==> src/rtl/if_id_fetch_queue_if.sv <==
// IF/ID fetch queue bus: fetch issue and SRAM return from IF, head entry and
// back-pressure towards ID/IF.
interface if_id_fetch_queue_if #(
  parameter int DEPTH  = 4,
  parameter int PC_W   = 32,
  parameter int INST_W = 32
);
  localparam int CW = $clog2(DEPTH) + 1;

  logic              fetch_req;
  logic [PC_W-1:0]   fetch_pc;
  logic [INST_W-1:0] inst_sram_rdata;
  logic              flush;
  logic              id_ready;
  logic              id_valid;
  logic [PC_W-1:0]   id_pc;
  logic [INST_W-1:0] id_inst;
  logic              stallreq_if;
  logic [CW-1:0]     count;
  logic              overflow_err;

  // Pipeline side driving the queue
  modport master (
    output fetch_req, fetch_pc, inst_sram_rdata, flush, id_ready,
    input  id_valid, id_pc, id_inst, stallreq_if, count, overflow_err
  );

  // The queue itself
  modport slave (
    input  fetch_req, fetch_pc, inst_sram_rdata, flush, id_ready,
    output id_valid, id_pc, id_inst, stallreq_if, count, overflow_err
  );
endinterface

==> src/rtl/if_id_fetch_queue.sv <==
// IF->ID decoupling queue: pairs each fetch PC with the SRAM data returned one
// cycle later, buffers DEPTH entries first-word-fall-through, back-pressures
// IF, and discards everything on a branch flush.
module if_id_fetch_queue #(
  parameter int DEPTH  = 4,
  parameter int PC_W   = 32,
  parameter int INST_W = 32
) (
  input logic                clk,
  input logic                rst,
  if_id_fetch_queue_if.slave bus
);
  localparam int AW = $clog2(DEPTH);
  localparam int CW = AW + 1;

  logic              pend_v;
  logic [PC_W-1:0]   pend_pc;
  logic [AW-1:0]     wr_ptr;
  logic [AW-1:0]     rd_ptr;
  logic [CW-1:0]     count_r;
  logic              ovf_r;
  logic [PC_W-1:0]   pc_mem   [DEPTH];
  logic [INST_W-1:0] inst_mem [DEPTH];

  logic full;
  logic pop;
  logic push;
  logic stall;

  // Handshake decode; a full queue only takes a push when the head leaves too
  always_comb begin
    full  = (count_r == CW'(DEPTH));
    pop   = (count_r != '0) && bus.id_ready && !bus.flush;
    push  = pend_v && !bus.flush && (!full || pop);
    stall = ({1'b0, count_r} + (CW + 1)'(pend_v)) >= (CW + 1)'(DEPTH);
  end

  // Pending stage: remembers the PC of the read whose data arrives next cycle
  always_ff @(posedge clk or posedge rst) begin
    if (rst) begin
      pend_v  <= 1'b0;
      pend_pc <= '0;
    end else begin
      pend_v <= bus.fetch_req && !bus.flush;
      if (bus.fetch_req && !bus.flush)
        pend_pc <= bus.fetch_pc;
    end
  end

  // Pointers and occupancy; pointers wrap naturally since DEPTH is a power of two
  always_ff @(posedge clk or posedge rst) begin
    if (rst) begin
      wr_ptr  <= '0;
      rd_ptr  <= '0;
      count_r <= '0;
    end else if (bus.flush) begin
      wr_ptr  <= '0;
      rd_ptr  <= '0;
      count_r <= '0;
    end else begin
      if (push) wr_ptr <= wr_ptr + 1'b1;
      if (pop)  rd_ptr <= rd_ptr + 1'b1;
      count_r <= count_r + CW'(push) - CW'(pop);
    end
  end

  // Entry storage; cleared only by reset, flush just rewinds the pointers
  always_ff @(posedge clk or posedge rst) begin
    if (rst) begin
      for (int unsigned i = 0; i < DEPTH; i++) begin
        pc_mem[i]   <= '0;
        inst_mem[i] <= '0;
      end
    end else if (push) begin
      pc_mem[wr_ptr]   <= pend_pc;
      inst_mem[wr_ptr] <= bus.inst_sram_rdata;
    end
  end

  // Sticky error: IF issued a fetch it was told to hold back
  always_ff @(posedge clk or posedge rst) begin
    if (rst)
      ovf_r <= 1'b0;
    else if (bus.fetch_req && stall && !bus.flush)
      ovf_r <= 1'b1;
  end

  assign bus.id_valid     = (count_r != '0);
  assign bus.id_pc        = pc_mem[rd_ptr];
  assign bus.id_inst      = inst_mem[rd_ptr];
  assign bus.stallreq_if  = stall;
  assign bus.count        = count_r;
  assign bus.overflow_err = ovf_r;
endmodule

==> src/flat_wrapper.sv <==
// flat-port wrapper written by rule: the top's interface ports become plain ports
module if_id_fetch_queue_flat 
#(
  parameter int DEPTH  = 4,
  parameter int PC_W   = 32,
  parameter int INST_W = 32
)
  (clk, rst, bus_fetch_req, bus_fetch_pc, bus_inst_sram_rdata, bus_flush, bus_id_ready, bus_id_valid, bus_id_pc, bus_id_inst, bus_stallreq_if, bus_count, bus_overflow_err);
  if_id_fetch_queue_if #(.DEPTH(DEPTH), .PC_W(PC_W), .INST_W(INST_W)) bus_i ();
  input logic clk;
  input logic rst;
  input wire logic [$bits(bus_i.fetch_req)-1:0] bus_fetch_req;
  input wire logic [$bits(bus_i.fetch_pc)-1:0] bus_fetch_pc;
  input wire logic [$bits(bus_i.inst_sram_rdata)-1:0] bus_inst_sram_rdata;
  input wire logic [$bits(bus_i.flush)-1:0] bus_flush;
  input wire logic [$bits(bus_i.id_ready)-1:0] bus_id_ready;
  output wire logic [$bits(bus_i.id_valid)-1:0] bus_id_valid;
  output wire logic [$bits(bus_i.id_pc)-1:0] bus_id_pc;
  output wire logic [$bits(bus_i.id_inst)-1:0] bus_id_inst;
  output wire logic [$bits(bus_i.stallreq_if)-1:0] bus_stallreq_if;
  output wire logic [$bits(bus_i.count)-1:0] bus_count;
  output wire logic [$bits(bus_i.overflow_err)-1:0] bus_overflow_err;
  assign bus_i.fetch_req = bus_fetch_req;
  assign bus_i.fetch_pc = bus_fetch_pc;
  assign bus_i.inst_sram_rdata = bus_inst_sram_rdata;
  assign bus_i.flush = bus_flush;
  assign bus_i.id_ready = bus_id_ready;
  assign bus_id_valid = bus_i.id_valid;
  assign bus_id_pc = bus_i.id_pc;
  assign bus_id_inst = bus_i.id_inst;
  assign bus_stallreq_if = bus_i.stallreq_if;
  assign bus_count = bus_i.count;
  assign bus_overflow_err = bus_i.overflow_err;
  if_id_fetch_queue #(.DEPTH(DEPTH), .PC_W(PC_W), .INST_W(INST_W)) u_core (.clk(clk), .rst(rst), .bus(bus_i));
endmodule
==> config.mk <==
export PLATFORM = sky130hd
export DESIGN_NAME = if_id_fetch_queue_flat
export DESIGN_NICKNAME = d
export VERILOG_FILES = /design/src/rtl/if_id_fetch_queue_if.sv /design/src/rtl/if_id_fetch_queue.sv /design/src/flat_wrapper.sv
export SDC_FILE = /design/constraint.sdc
export NUM_CORES = 1
export LEC_CHECK = 0
export BUFFER_PORTS_ARGS = -buffer_cell sky130_fd_sc_hd__clkbuf_2
export CORE_UTILIZATION = 65
export CTS_BUF_LIST = sky130_fd_sc_hd__clkbuf_2 sky130_fd_sc_hd__clkbuf_4 sky130_fd_sc_hd__clkbuf_8
export CTS_CLUSTER_DIAMETER = 150
export DETAILED_ROUTE_END_ITERATION = 16
export PLACE_DENSITY = 0.9
export RECOVER_POWER = 100
export SYNTH_ARGS = -nofsm -noshare
export SYNTH_HDL_FRONTEND = slang
export SYNTH_SLANG_ARGS = --single-unit
==> constraint.sdc <==
create_clock -name clk -period 24.9 [get_ports clk]
set_input_delay 2.49 -clock clk [delete_from_list [all_inputs] [get_ports clk]]
set_output_delay 2.49 -clock clk [all_outputs]
set_load 0.01 [all_outputs]
==> flow_metrics.py, run 1 <==
metrics = {
    "status": {
        "run_status": "complete, but fails checks",
        "failed_checks": "capacitance limit, slew limit",
    },
    "power": {
        "p_sw_uw": 439.0,
        "leakagePower_uw": 0.006736,
        "swShare_pct": 29.26,
        "power.sequential.fraction_pct": 46.4,
        "power_density_mw_per_mm2": 103.6,
        "p_int_uw": 1061,
        "fin_total_pwr_uw": 1500,
        "ir_drop_v": 0.00005554,
        "clock_power_share_pct": 28.8,
        "power.combinational.fraction_pct": 24.8,
    },
    "worst_setup_path": {
        "timing.critical_path.cells": "clkbuf_2 -> clkinvlp_2 -> clkbuf_1",
        "cp.required_ns": 24.10,
        "worstSetupStartpointType": "input pin",
        "cp_num_cells": 3,
        "r2r_cells": 4,
        "arrival_ns": 8.96,
        "critical_path.max_fanout": 141,
        "number_of_buffer_and_inverter_instances_along_the_worst_setup_path": 3,
        "setup.worst_path.end_class": "asynchronous set/reset pin",
        "timing.reg2reg.setup_slack_ns": 19.78,
        "critical_path.max_stage_delay_ns": 3.27,
        "timing.critical_path.slowest_stage_cell": "sky130_fd_sc_hd__clkinvlp_2",
        "worst_path_dominant_cell_family": "buffers and inverters",
        "critPathKind": "input pin to asynchronous set/reset pin",
    },
    "sta": {
        "worst_clock_skew_ns": 0.01619,
        "worst_pin_slew_ns": 5.979,
        "min_period_over_period_pct": 39.21,
        "slew_headroom_pct": -300.8,
        "timing.final.crit_period_ns": 9.763,
        "fmaxAchievable_mhz": 102.4,
        "setup_viol": 0,
        "final_hold_viol_count": 0,
        "timing_max_transition_violations_final": 596,
        "rsz0062_at_grt": "false",
        "setup-tns-final_ns": 0,
    },
    "clock_network": {
        "cts.repair_timing.setup_buffer_count": 0,
        "clock_tree.htree_level_count": 2,
        "clock_path_buffers": 3,
        "clk_root_buffer_cell": "sky130_fd_sc_hd__clkbuf_8",
        "cts_hold_buffers": 0,
        "cts_buffers": 48,
        "cts_tree": "yes",
        "cts.sink_count": 297,
        "clk-insertion-delay-late_ns": 0.55,
        "cts_repair_resize_count": 0,
        "clkSlewWorstSetupHoldPaths_ns": 0.06,
    },
    "global_routing": {
        "grt_max_degree": 142,
        "wire_length_of_the_first_global_routing_pass_mm": 42.21,
        "overflow": 0,
        "antenna_found_initial": 0,
        "gr-usage-all-layers_pct": 27.44,
        "number_of_global_route_vias_before_repair": 8005,
    },
    "synthesis": {
        "synthesis.yosys.warnings": 0,
        "synth-async-reset-ratio_pct": 100.0,
        "synth_fa_ha_area_share_pct": 0.8363,
        "mappedNetlistNets": 817,
        "synthDominantAreaCellType": "sky130_fd_sc_hd__dfrtp_1",
        "sequential_fraction_of_the_synthesis_area_pct": 57.77,
        "netlist_instances": 740,
        "ys_seq_elements": 297,
        "simple_logic_cell_fraction_of_the_synthesized_area_pct": 1.128,
        "top_cells_by_area_in_the_synthesized_netlist": "sky130_fd_sc_hd__dfrtp_1 58%, sky130_fd_sc_hd__mux2_1 21%, sky130_fd_sc_hd__mux4_2 11%",
        "parity_gate_share_of_the_synthesized_area_counting_xor_and_xnor_cells_pct": 0.2042,
        "yosys-top-cells-count": "297 x sky130_fd_sc_hd__dfrtp_1, 240 x sky130_fd_sc_hd__mux2_1, 64 x sky130_fd_sc_hd__mux4_2",
        "post_synth_num_cell_types": 27,
        "post_synth_mux_area_share_pct": 36.65,
        "largest_family_of_logic_cells_by_synthesized_area": "multiplexers",
        "synth_top_cell_area_share_pct": 57.77,
        "edff_count_synth": 0,
        "synth.most_common_cell": "sky130_fd_sc_hd__dfrtp_1",
        "synth-compound-area-share_pct": 0.2431,
        "postSynthAreaPerCell_um2": 17.39,
        "post_synth_instance_area_mm2": 0.01287,
        "synth_flop_cell": "sky130_fd_sc_hd__dfrtp_1",
    },
    "worst_hold_path": {
        "timing.hold.worst_path_depth": 1,
        "worstHoldPathType": "flip-flop to flip-flop",
    },
    "floorplanning": {
        "die_w_um": 142.7,
        "placement_rows": 51,
        "placeableCoreArea_mm2": 0.01946,
        "die_height_um": 142.7,
        "top_level_ports": 139,
        "initial_utilization_pct": 66.11,
        "die_area_mm2": 0.02036,
    },
    "drt": {
        "vias_per_cell": 5.992,
        "first_pass_iters": 4,
        "routed_wl_mm": 25.82,
        "detail-route-antenna-nets": 0,
        "per_cell_routed_wire_length_um": 21.71,
        "drtIter0Drc": 264,
        "num_vias": 7125,
        "drcViolationCount": 0,
    },
    "cells_and_area": {
        "final_layout_size_suffix_gt1_share_pct": 28.68,
        "layout_nets": 971,
        "n_antenna_cell": 0,
        "finish.instance_area_mm2": 0.01448,
        "fin_util_pct": 74.41,
        "area_growth_syn_to_layout_pct": 12.56,
    },
    "placement": {
        "globalplace.congestion": 0.7424,
        "buffer_ports.inserted": 138,
        "placed_wire_length_estimate_mm": 16.39,
        "placedInstanceArea_mm2": 0.01368,
    },
    "job": {
        "cap_viol_max_count": 14,
    },
}
[layout make-up]
type / instances / area [µm²]
multi-input combinational: 390 / 5041
inverter: 6 / 23.77
fill: 1169 / 4980
clock inverter: 2 / 35.03
clock buffer: 78 / 960.9
tap: 265 / 331.6
sequential: 297 / 7436
timing repair buffer: 151 / 654.4
[path summary, 6_finish.rpt]
path / to / start
max: u_core.rd_ptr[0] / rst
max reg2reg: u_core.inst_mem[6] / u_core.bus.count[1]
max in group clk: bus_id_pc[18] / u_core.rd_ptr[1]
min reg2reg: u_core.pc_mem[23] / u_core.pc_mem[23]
min: u_core.pc_mem[23] / u_core.pc_mem[23]
min in group asynchronous: u_core.inst_mem[55] / rst
[cells in the final DEF, fill, tap and decap left out, drive strengths merged]
master	n
dfrtp	297
mux2	289
clkbuf	228
mux4	64
nor2	7
ha	7
inv	5
nor4bb	4
nor2b	3
mux2i	2
nand2b	2
xor2	2
nor3b	1
o31ai	1
or3	1
o211ai	1
and4b	1
xnor2	1
clkinvlp	1
o311ai	1
a21o	1
nor4b	1
fa	1
bufinv	1
clkinv	1
buf	1
[flip-flops by register name, indices dropped and copies added, names as in the netlist]
register,cells
u_core.inst_mem,128
u_core.pc_mem,128
u_core.pend_pc,32
u_core.bus.count,3
u_core.rd_ptr,2
u_core.wr_ptr,2
u_core.bus.overflow_err,1
u_core.pend_v,1
[layer usage]
layer / vias to the layer above / global-route usage (%) / part of all wire (%)
met5: - / 0 / 0
met4: 0 / 11.32 / 2.7
met3: 58 / 5.936 / 4.8
met2: 209 / 45.82 / 51
met1: 3804 / 35.21 / 41
li1: 3054 / - / -
[metrics by stage]
stage	std cells	hold WS (ns)	setup WS, ns
finish	1189	0.4794	15.14
global route	1189	0.4956	13.48
CTS	1189	0.4819	19.50
detailed placement	1109	0.4687	19.98
global placement	1109	0.4380	19.94
floorplan	740	0.4524	14.21
[power groups by stage]
stage	sequential, µW	clock, µW	combinational (µW)
2_1_floorplan	654	0	284
3_3_place_gp	685	0	376
3_5_place_dp	704	0	393
4_1_cts	696	442	396
5_1_grt	713	463	405
6_report	696	432	373
[cells by family (layout without fill, tap and decap cells)]
family	count (synthesis)	in the layout
AO/OA/AOI/OAI	4	4
XOR/XNOR	3	3
adder cells (fa/ha/maj)	8	8
buffers and inverters	53	237
flip-flops	297	297
multiplexers	355	355
AND/OR/NAND/NOR	20	20
Power figures use the tool's default switching activity.
==> run 2: changes to the inputs <==
Settings changed: ABC_AREA set to 1, CORE_UTILIZATION 65 to 56, PLACE_DENSITY 0.9 to 0.82.
Clock period 24.9 ns to 8.4 ns, I/O delays scaled along.
==> run 2 against run 1 <==
The run still ends with capacitance limit, slew limit left. Routed wire length increased by 50%. Area after synthesis increased by 9.6%. Global-route usage increased by 2.4 points. Count of clock-buffer cells in the layout decreased by 2. First-iteration DRC count increased to 6.7 times the previous value. Setup slack got worse by 13 ns. Critical path depth increased by 2. Largest cell class unchanged. Flip-flop and latch count unchanged. Sequential power increased to 2.8 times the previous value.
==> flow_metrics.py, run 2 <==
metrics = {
    "global_routing": {
        "grt_max_degree": 149,
        "overflow": 0,
        "antenna_found_initial": 0,
        "number_of_global_route_vias_before_repair": 11990,
        "gr-usage-all-layers_pct": 29.81,
        "wire_length_of_the_first_global_routing_pass_mm": 62.29,
    },
    "worst_setup_path": {
        "number_of_buffer_and_inverter_instances_along_the_worst_setup_path": 3,
        "critical_path.max_stage_delay_ns": 2.24,
        "arrival_ns": 5.05,
        "timing.critical_path.slowest_stage_cell": "sky130_fd_sc_hd__clkbuf_1",
        "critical_path.max_fanout": 66,
        "crit_top_cell": "sky130_fd_sc_hd__clkbuf_1",
        "cp.required_ns": 7.56,
        "setup.worst_path.end_class": "output pin",
        "worst_path_dominant_cell_family": "buffers and inverters",
        "timing.critical_path.cells": "inv_4 -> clkbuf_1 -> o21ai_0 -> o22ai_1 -> clkbuf_1",
        "critPathKind": "flip-flop to output pin",
        "worstSetupStartpointType": "flip-flop",
    },
    "synthesis": {
        "synth_flop_cell": "sky130_fd_sc_hd__dfrtp_1",
        "synthDominantAreaCellType": "sky130_fd_sc_hd__dfrtp_1",
        "ys_seq_elements": 297,
        "top_cells_by_area_in_the_synthesized_netlist": "sky130_fd_sc_hd__dfrtp_1 53%, sky130_fd_sc_hd__nand2_1 17%, sky130_fd_sc_hd__nand4_1 11%",
        "edff_count_synth": 0,
        "post_synth_instance_area_mm2": 0.01410,
        "synth.most_common_cell": "sky130_fd_sc_hd__nand2_1",
        "synth-async-reset-ratio_pct": 100.0,
        "sequential_fraction_of_the_synthesis_area_pct": 52.70,
        "mappedNetlistNets": 1775,
        "postSynthAreaPerCell_um2": 8.306,
        "synthesis.yosys.warnings": 0,
        "netlist_instances": 1698,
        "post_synth_num_cell_types": 21,
        "yosys-top-cells-count": "622 x sky130_fd_sc_hd__nand2_1, 297 x sky130_fd_sc_hd__dfrtp_1, 258 x sky130_fd_sc_hd__nand4_1",
        "synth_top_cell_area_share_pct": 52.70,
    },
    "drt": {
        "routed_wl_mm": 38.62,
        "vias_per_cell": 6.087,
        "detail-route-antenna-nets": 0,
        "first_pass_iters": 6,
        "drcViolationCount": 0,
        "per_cell_routed_wire_length_um": 18.44,
        "num_vias": 12750,
        "drtIter0Drc": 1775,
    },
    "sta": {
        "timing_max_transition_violations_final": 547,
        "whs_ns": 0.4637,
        "setup-tns-final_ns": 0,
        "worst_pin_slew_ns": 3.736,
        "final_hold_viol_count": 0,
        "timing.final.ws_setup_ns": 2.514,
        "rsz0062_at_grt": "false",
        "min_period_over_period_pct": 70.08,
        "slew_headroom_pct": -149.1,
        "fmaxAchievable_mhz": 169.9,
        "setup_viol": 0,
        "timing.final.crit_period_ns": 5.886,
        "worst_clock_skew_ns": 0.02078,
    },
    "power": {
        "power.combinational.fraction_pct": 28.8,
        "p_int_uw": 2853,
        "power.sequential.fraction_pct": 43.1,
        "clock_power_share_pct": 28.1,
        "power_density_mw_per_mm2": 294.6,
        "fin_total_pwr_uw": 4513,
        "ir_drop_v": 0.0001548,
        "leakagePower_uw": 0.008057,
        "p_sw_uw": 1660,
        "swShare_pct": 36.78,
    },
    "clock_network": {
        "cts_buffers": 47,
        "cts_hold_buffers": 0,
        "clkSlewWorstSetupHoldPaths_ns": 0.06,
        "cts_tree": "yes",
        "clk_root_buffer_cell": "sky130_fd_sc_hd__clkbuf_8",
        "clock_tree.htree_level_count": 2,
        "cts.repair_timing.setup_buffer_count": 0,
        "cts.sink_count": 297,
        "clock_path_buffers": 3,
        "cts_repair_resize_count": 0,
        "clk-insertion-delay-late_ns": 0.57,
    },
    "placement": {
        "post-place-ws_ns": 4.406,
        "buffer_ports.inserted": 138,
        "globalplace.congestion": 0.7629,
        "placed_wire_length_estimate_mm": 19.04,
    },
    "cells_and_area": {
        "n_antenna_cell": 0,
        "area_growth_syn_to_layout_pct": 8.623,
        "layout_commonest_cell": "sky130_fd_sc_hd__nand2_1",
        "fin_util_pct": 62.44,
        "layout_nets": 1817,
        "fillers": 2158,
        "final_layout_size_suffix_gt1_share_pct": 9.543,
        "top_regs": "u_core.inst_mem: 128 flops, u_core.pc_mem: 128 flops, u_core.pend_pc: 32 flops",
        "mostFrequentLayoutCells": "622 x sky130_fd_sc_hd__nand2_1, 295 x sky130_fd_sc_hd__dfrtp_1, 258 x sky130_fd_sc_hd__nand4_1",
    },
    "floorplanning": {
        "placement_rows": 57,
        "top_level_ports": 139,
        "die_w_um": 160.7,
        "die_height_um": 160.7,
        "placeableCoreArea_mm2": 0.02453,
        "initial_utilization_pct": 57.49,
        "die_area_mm2": 0.02582,
    },
    "status": {
        "run_status": "complete, but fails checks",
        "failed_checks": "capacitance limit, slew limit",
    },
    "job": {
        "cap_viol_max_count": 8,
    },
    "worst_hold_path": {
        "worstHoldPathType": "flip-flop to flip-flop",
    },
}
run 2: cell types whose count changed in the layout (fill, tap and decap cells not counted), sizes merged, moves of 6 or more:
cell    delta
buf        +6
clkbuf    -10
inv        +9
mux2     -289
mux4      -64
nand2    +623
nand3     +10
nand4    +258
nor2     +129
o21ai    +129
o22ai     +64
run 2: path summary, 6_finish.rpt:
kind	startpoint	to	slack, ns	cells after the start
max in group asynchronous	rst	u_core.pc_mem[40]	3.17	4
max reg2reg	u_core.wr_ptr[0]	u_core.pc_mem[47]	3.41	5
max	u_core.rd_ptr[0]	bus_id_pc[28]	2.51	5
min	u_core.bus.overflow_err	u_core.bus.overflow_err	0.46	2
min reg2reg	u_core.bus.overflow_err	u_core.bus.overflow_err	0.46	2
min in group asynchronous	rst	u_core.inst_mem[40]	1.73	3
run 2: final cells by class:
class                   instances  area (µm²)  share of cell area (%)
flip-flops and latches        297        7437                   48.55
multi-input cells            1230        5763                   37.62
clock buffers                  76       945.9                   6.174
repair buffers                149       685.7                   4.476
well taps                     324       405.4                   2.646
inverters                      15       62.56                  0.4084
clock inverters                 4       20.02                  0.1307
run 2: cell families (layout without fill, tap and decap cells):
family	count (synthesis)	after routing	synth area share (%)
AO/OA/AOI/OAI	194	194	7.452
AND/OR/NAND/NOR	1027	1027	32.52
buffers and inverters	171	244	6.503
adder cells (fa/ha/maj)	8	8	0.7629
XOR/XNOR	1	1	0.06211
flip-flops	297	297	52.70
run 2: tightest hold or removal path: stages (launching register included):
cell,delay [ns]
sky130_fd_sc_hd__dfrtp_1,0.34
sky130_fd_sc_hd__inv_1,0.04
sky130_fd_sc_hd__nand2_1,0.05
run 2: routing by layer:
layer / GRT usage [%] / wire [µm] / share of wire, % / up-vias
met5: 0 / 0 / 0 / -
met1: 42.28 / 15950 / 41 / 6138
met3: 5.475 / 3679 / 9.5 / 62
met2: 46.81 / 18230 / 47 / 701
li1: - / - / - / 5851
met4: 9.177 / 766 / 2.0 / 0
run 2: power by group through the flow:
stage | Sequential [µW] | Clock, µW | Combinational (µW)
after floorplan | 1890 | 0 | 924
after global placement | 1940 | 0 | 1300
after detailed placement | 1960 | 0 | 1330
after CTS | 1940 | 1270 | 1340
after global routing | 1980 | 1340 | 1450
final | 1950 | 1270 | 1300
run 2: through the flow:
| stage | cell area (µm²) | instances |
|---|---|---|
| final | 15320 | 2095 |
| after floorplan | 14110 | 1698 |
| after global routing | 15320 | 2095 |
| after global placement | 14500 | 2015 |
| after CTS | 15470 | 2095 |
| after detailed placement | 14500 | 2015 |
==> run 3: changes to the inputs <==
Settings changed: CORE_UTILIZATION 56 to 61, PLACE_DENSITY 0.82 to 0.85.
Clock period 8.4 ns to 6.2 ns, I/O delays scaled along.
==> run 3 against run 2 <==
The run still ends with capacitance limit, slew limit left. Via count is 1.4% higher. Clock skew is 0.00062 ns lower. Utilization is 5.7 points higher. Critical path depth stayed put. Clock power is 47% higher. Worst hold slack worse by 0.24 ns. Setup slack worse by 1.1 ns. Final cell count is 1.4% lower. Critical endpoint is now bus_id_pc[25]. Largest cell class unchanged. Highest routed layer unchanged.
==> flow_metrics.py, run 3 (same netlist as run 2, synthesis figures left out) <==
metrics = {
    "status": {
        "run_status": "complete, but fails checks",
        "failed_checks": "capacitance limit, slew limit",
    },
    "power": {
        "ir_drop_v": 0.0002107,
        "leakagePower_uw": 0.008131,
        "power_density_mw_per_mm2": 405.4,
    },
    "worst_setup_path": {
        "critical_path.max_fanout": 41,
        "number_of_buffer_and_inverter_instances_along_the_worst_setup_path": 3,
        "setup.worst_path.end_class": "output pin",
        "worstSetupStartpointType": "flip-flop",
        "crit_top_cell": "sky130_fd_sc_hd__clkbuf_1",
        "worst_path_dominant_cell_family": "buffers and inverters",
        "arrival_ns": 4.13,
        "r2r_cells": 10,
        "critPathKind": "flip-flop to output pin",
        "cp_num_cells": 5,
        "cp.required_ns": 5.58,
        "r2r_start": "u_core.pend_v",
        "timing.critical_path.slowest_stage_cell": "sky130_fd_sc_hd__clkbuf_1",
        "timing.critical_path.cells": "inv_1 -> clkbuf_1 -> o21ai_0 -> o22ai_1 -> clkbuf_1",
        "worstReg2RegEnd": "u_core.bus.count[2]",
        "cp-startpoint": "u_core.rd_ptr[1]",
        "critical_path.max_stage_delay_ns": 1.63,
        "timing.reg2reg.setup_slack_ns": 1.50,
    },
    "clock_network": {
        "cts_tree": "yes",
        "cts.repair_timing.setup_buffer_count": 0,
        "cts_buffers": 48,
        "clock_path_buffers": 3,
        "cts_repair_resize_count": 0,
        "clk-insertion-delay-late_ns": 0.58,
        "clk_root_buffer_cell": "sky130_fd_sc_hd__clkbuf_8",
        "cts.sink_count": 297,
        "clkSlewWorstSetupHoldPaths_ns": 0.06,
        "cts_hold_buffers": 0,
        "clock_tree.htree_level_count": 2,
    },
    "cells_and_area": {
        "non_filler_instance_count_after_layout": 2066,
        "layout_commonest_cell": "sky130_fd_sc_hd__nand2_1",
        "finish.instance_area_mm2": 0.01543,
        "top_regs": "u_core.inst_mem: 128 flops, u_core.pc_mem: 128 flops, u_core.pend_pc: 32 flops",
        "combined_flip_flop_and_latch_cell_area_mm2": 0.007433,
        "layout_nets": 1821,
        "area_growth_syn_to_layout_pct": 9.422,
        "n_antenna_cell": 0,
        "fin_util_pct": 68.16,
        "multi_input_comb_area_mm2": 0.005793,
        "mostFrequentLayoutCells": "622 x sky130_fd_sc_hd__nand2_1, 296 x sky130_fd_sc_hd__dfrtp_1, 258 x sky130_fd_sc_hd__nand4_1",
        "final_layout_size_suffix_gt1_share_pct": 10.22,
        "fillers": 1824,
    },
    "drt": {
        "drtIter0Drc": 1574,
        "detail-route-antenna-nets": 0,
        "vias_per_cell": 6.256,
        "routed_wl_mm": 38.78,
        "first_pass_iters": 6,
        "num_vias": 12930,
        "per_cell_routed_wire_length_um": 18.77,
        "drcViolationCount": 0,
    },
    "global_routing": {
        "number_of_global_route_vias_before_repair": 12200,
        "grt_max_degree": 168,
        "gr-usage-all-layers_pct": 33.03,
        "antenna_found_initial": 0,
        "overflow": 0,
        "wire_length_of_the_first_global_routing_pass_mm": 62.99,
    },
    "sta": {
        "timing.final.crit_period_ns": 4.746,
        "slew_headroom_pct": -122.1,
        "worst_clock_skew_ns": 0.02016,
        "rsz0062_at_grt": "false",
        "final_hold_viol_count": 0,
        "min_period_over_period_pct": 76.55,
        "timing_max_transition_violations_final": 226,
        "timing.final.ws_setup_ns": 1.454,
        "setup_viol": 0,
        "worst_pin_slew_ns": 3.332,
        "fmaxAchievable_mhz": 210.7,
        "setup-tns-final_ns": 0,
    },
    "floorplanning": {
        "die_w_um": 154.1,
        "placement_rows": 55,
        "die_height_um": 154.1,
        "top_level_ports": 139,
        "die_area_mm2": 0.02373,
        "initial_utilization_pct": 62.29,
        "placeableCoreArea_mm2": 0.02264,
    },
    "job": {
        "cap_viol_max_count": 4,
    },
    "worst_hold_path": {
        "worstHoldPathType": "input pin to asynchronous set/reset pin",
    },
    "placement": {
        "globalplace.congestion": 0.8233,
        "placedInstanceArea_mm2": 0.01446,
        "placed_wire_length_estimate_mm": 19.24,
        "buffer_ports.inserted": 138,
        "dpl.cell_count": 1979,
        "post-place-ws_ns": 3.033,
    },
}
[run 3: metrics by stage]
step	total power [µW]	hold WS (ns)
final	6257	0.2286
after global placement	4377	0.4478
after global routing	6597	0.2169
after floorplan	3810	0.4366
after detailed placement	4446	0.4530
after CTS	6317	0.07994
[run 3: per-layer routing]
layer	share of wire, %	wire (µm)	vias up	GRT usage, %
met5	0	0	-	0
met4	2.6	990	0	13.43
met3	8.9	3469	80	5.327
met2	48	18720	719	52.42
met1	40	15600	6246	45.60
li1	-	-	5880	-
[run 3: layout make-up]
| type | instances | area share [%] |
|---|---|---|
| multi-input cells | 1230 | 37.54 |
| flip-flops and latches | 297 | 48.17 |
| repair buffers | 152 | 4.621 |
| inverters | 15 | 0.3892 |
| clock inverters | 6 | 0.6000 |
| clock buffers | 81 | 6.373 |
| well taps | 285 | 2.311 |
[run 3: how the worst max path moves through the flow]
| stage | endpoint |
|---|---|
| 3_3_place_gp | u_core.bus.count[2] |
| 3_5_place_dp | u_core.bus.count[2] |
| 2_1_floorplan | u_core.bus.count[0] |
| 6_report | bus_id_pc[25] |
| 4_1_cts | bus_id_inst[1] |
| 5_1_grt | u_core.bus.count[2] |
[run 3: worst register-to-register path, stage by stage (launching register included)]
cell and delay [ns]:
sky130_fd_sc_hd__dfrtp_1 0.41, sky130_fd_sc_hd__inv_1 0.12, sky130_fd_sc_hd__nor2_8 0.35, sky130_fd_sc_hd__clkbuf_1 2.28, sky130_fd_sc_hd__nand2_1 0.36, sky130_fd_sc_hd__inv_1 0.24
sky130_fd_sc_hd__ha_1 0.17, sky130_fd_sc_hd__inv_1 0.05, sky130_fd_sc_hd__fa_1 0.38, sky130_fd_sc_hd__o21ai_0 0.18, sky130_fd_sc_hd__a21oi_1 0.06
[run 3: power breakdown]
part | switching, µW | internal, µW | total, µW | leakage, µW
sequential | 277 | 2350 | 2620 | 0.00393
combinational | 1220 | 545 | 1760 | 0.00363
clock | 787 | 1080 | 1870 | 0.000571
total | 2280 | 3980 | 6260 | 0.00813
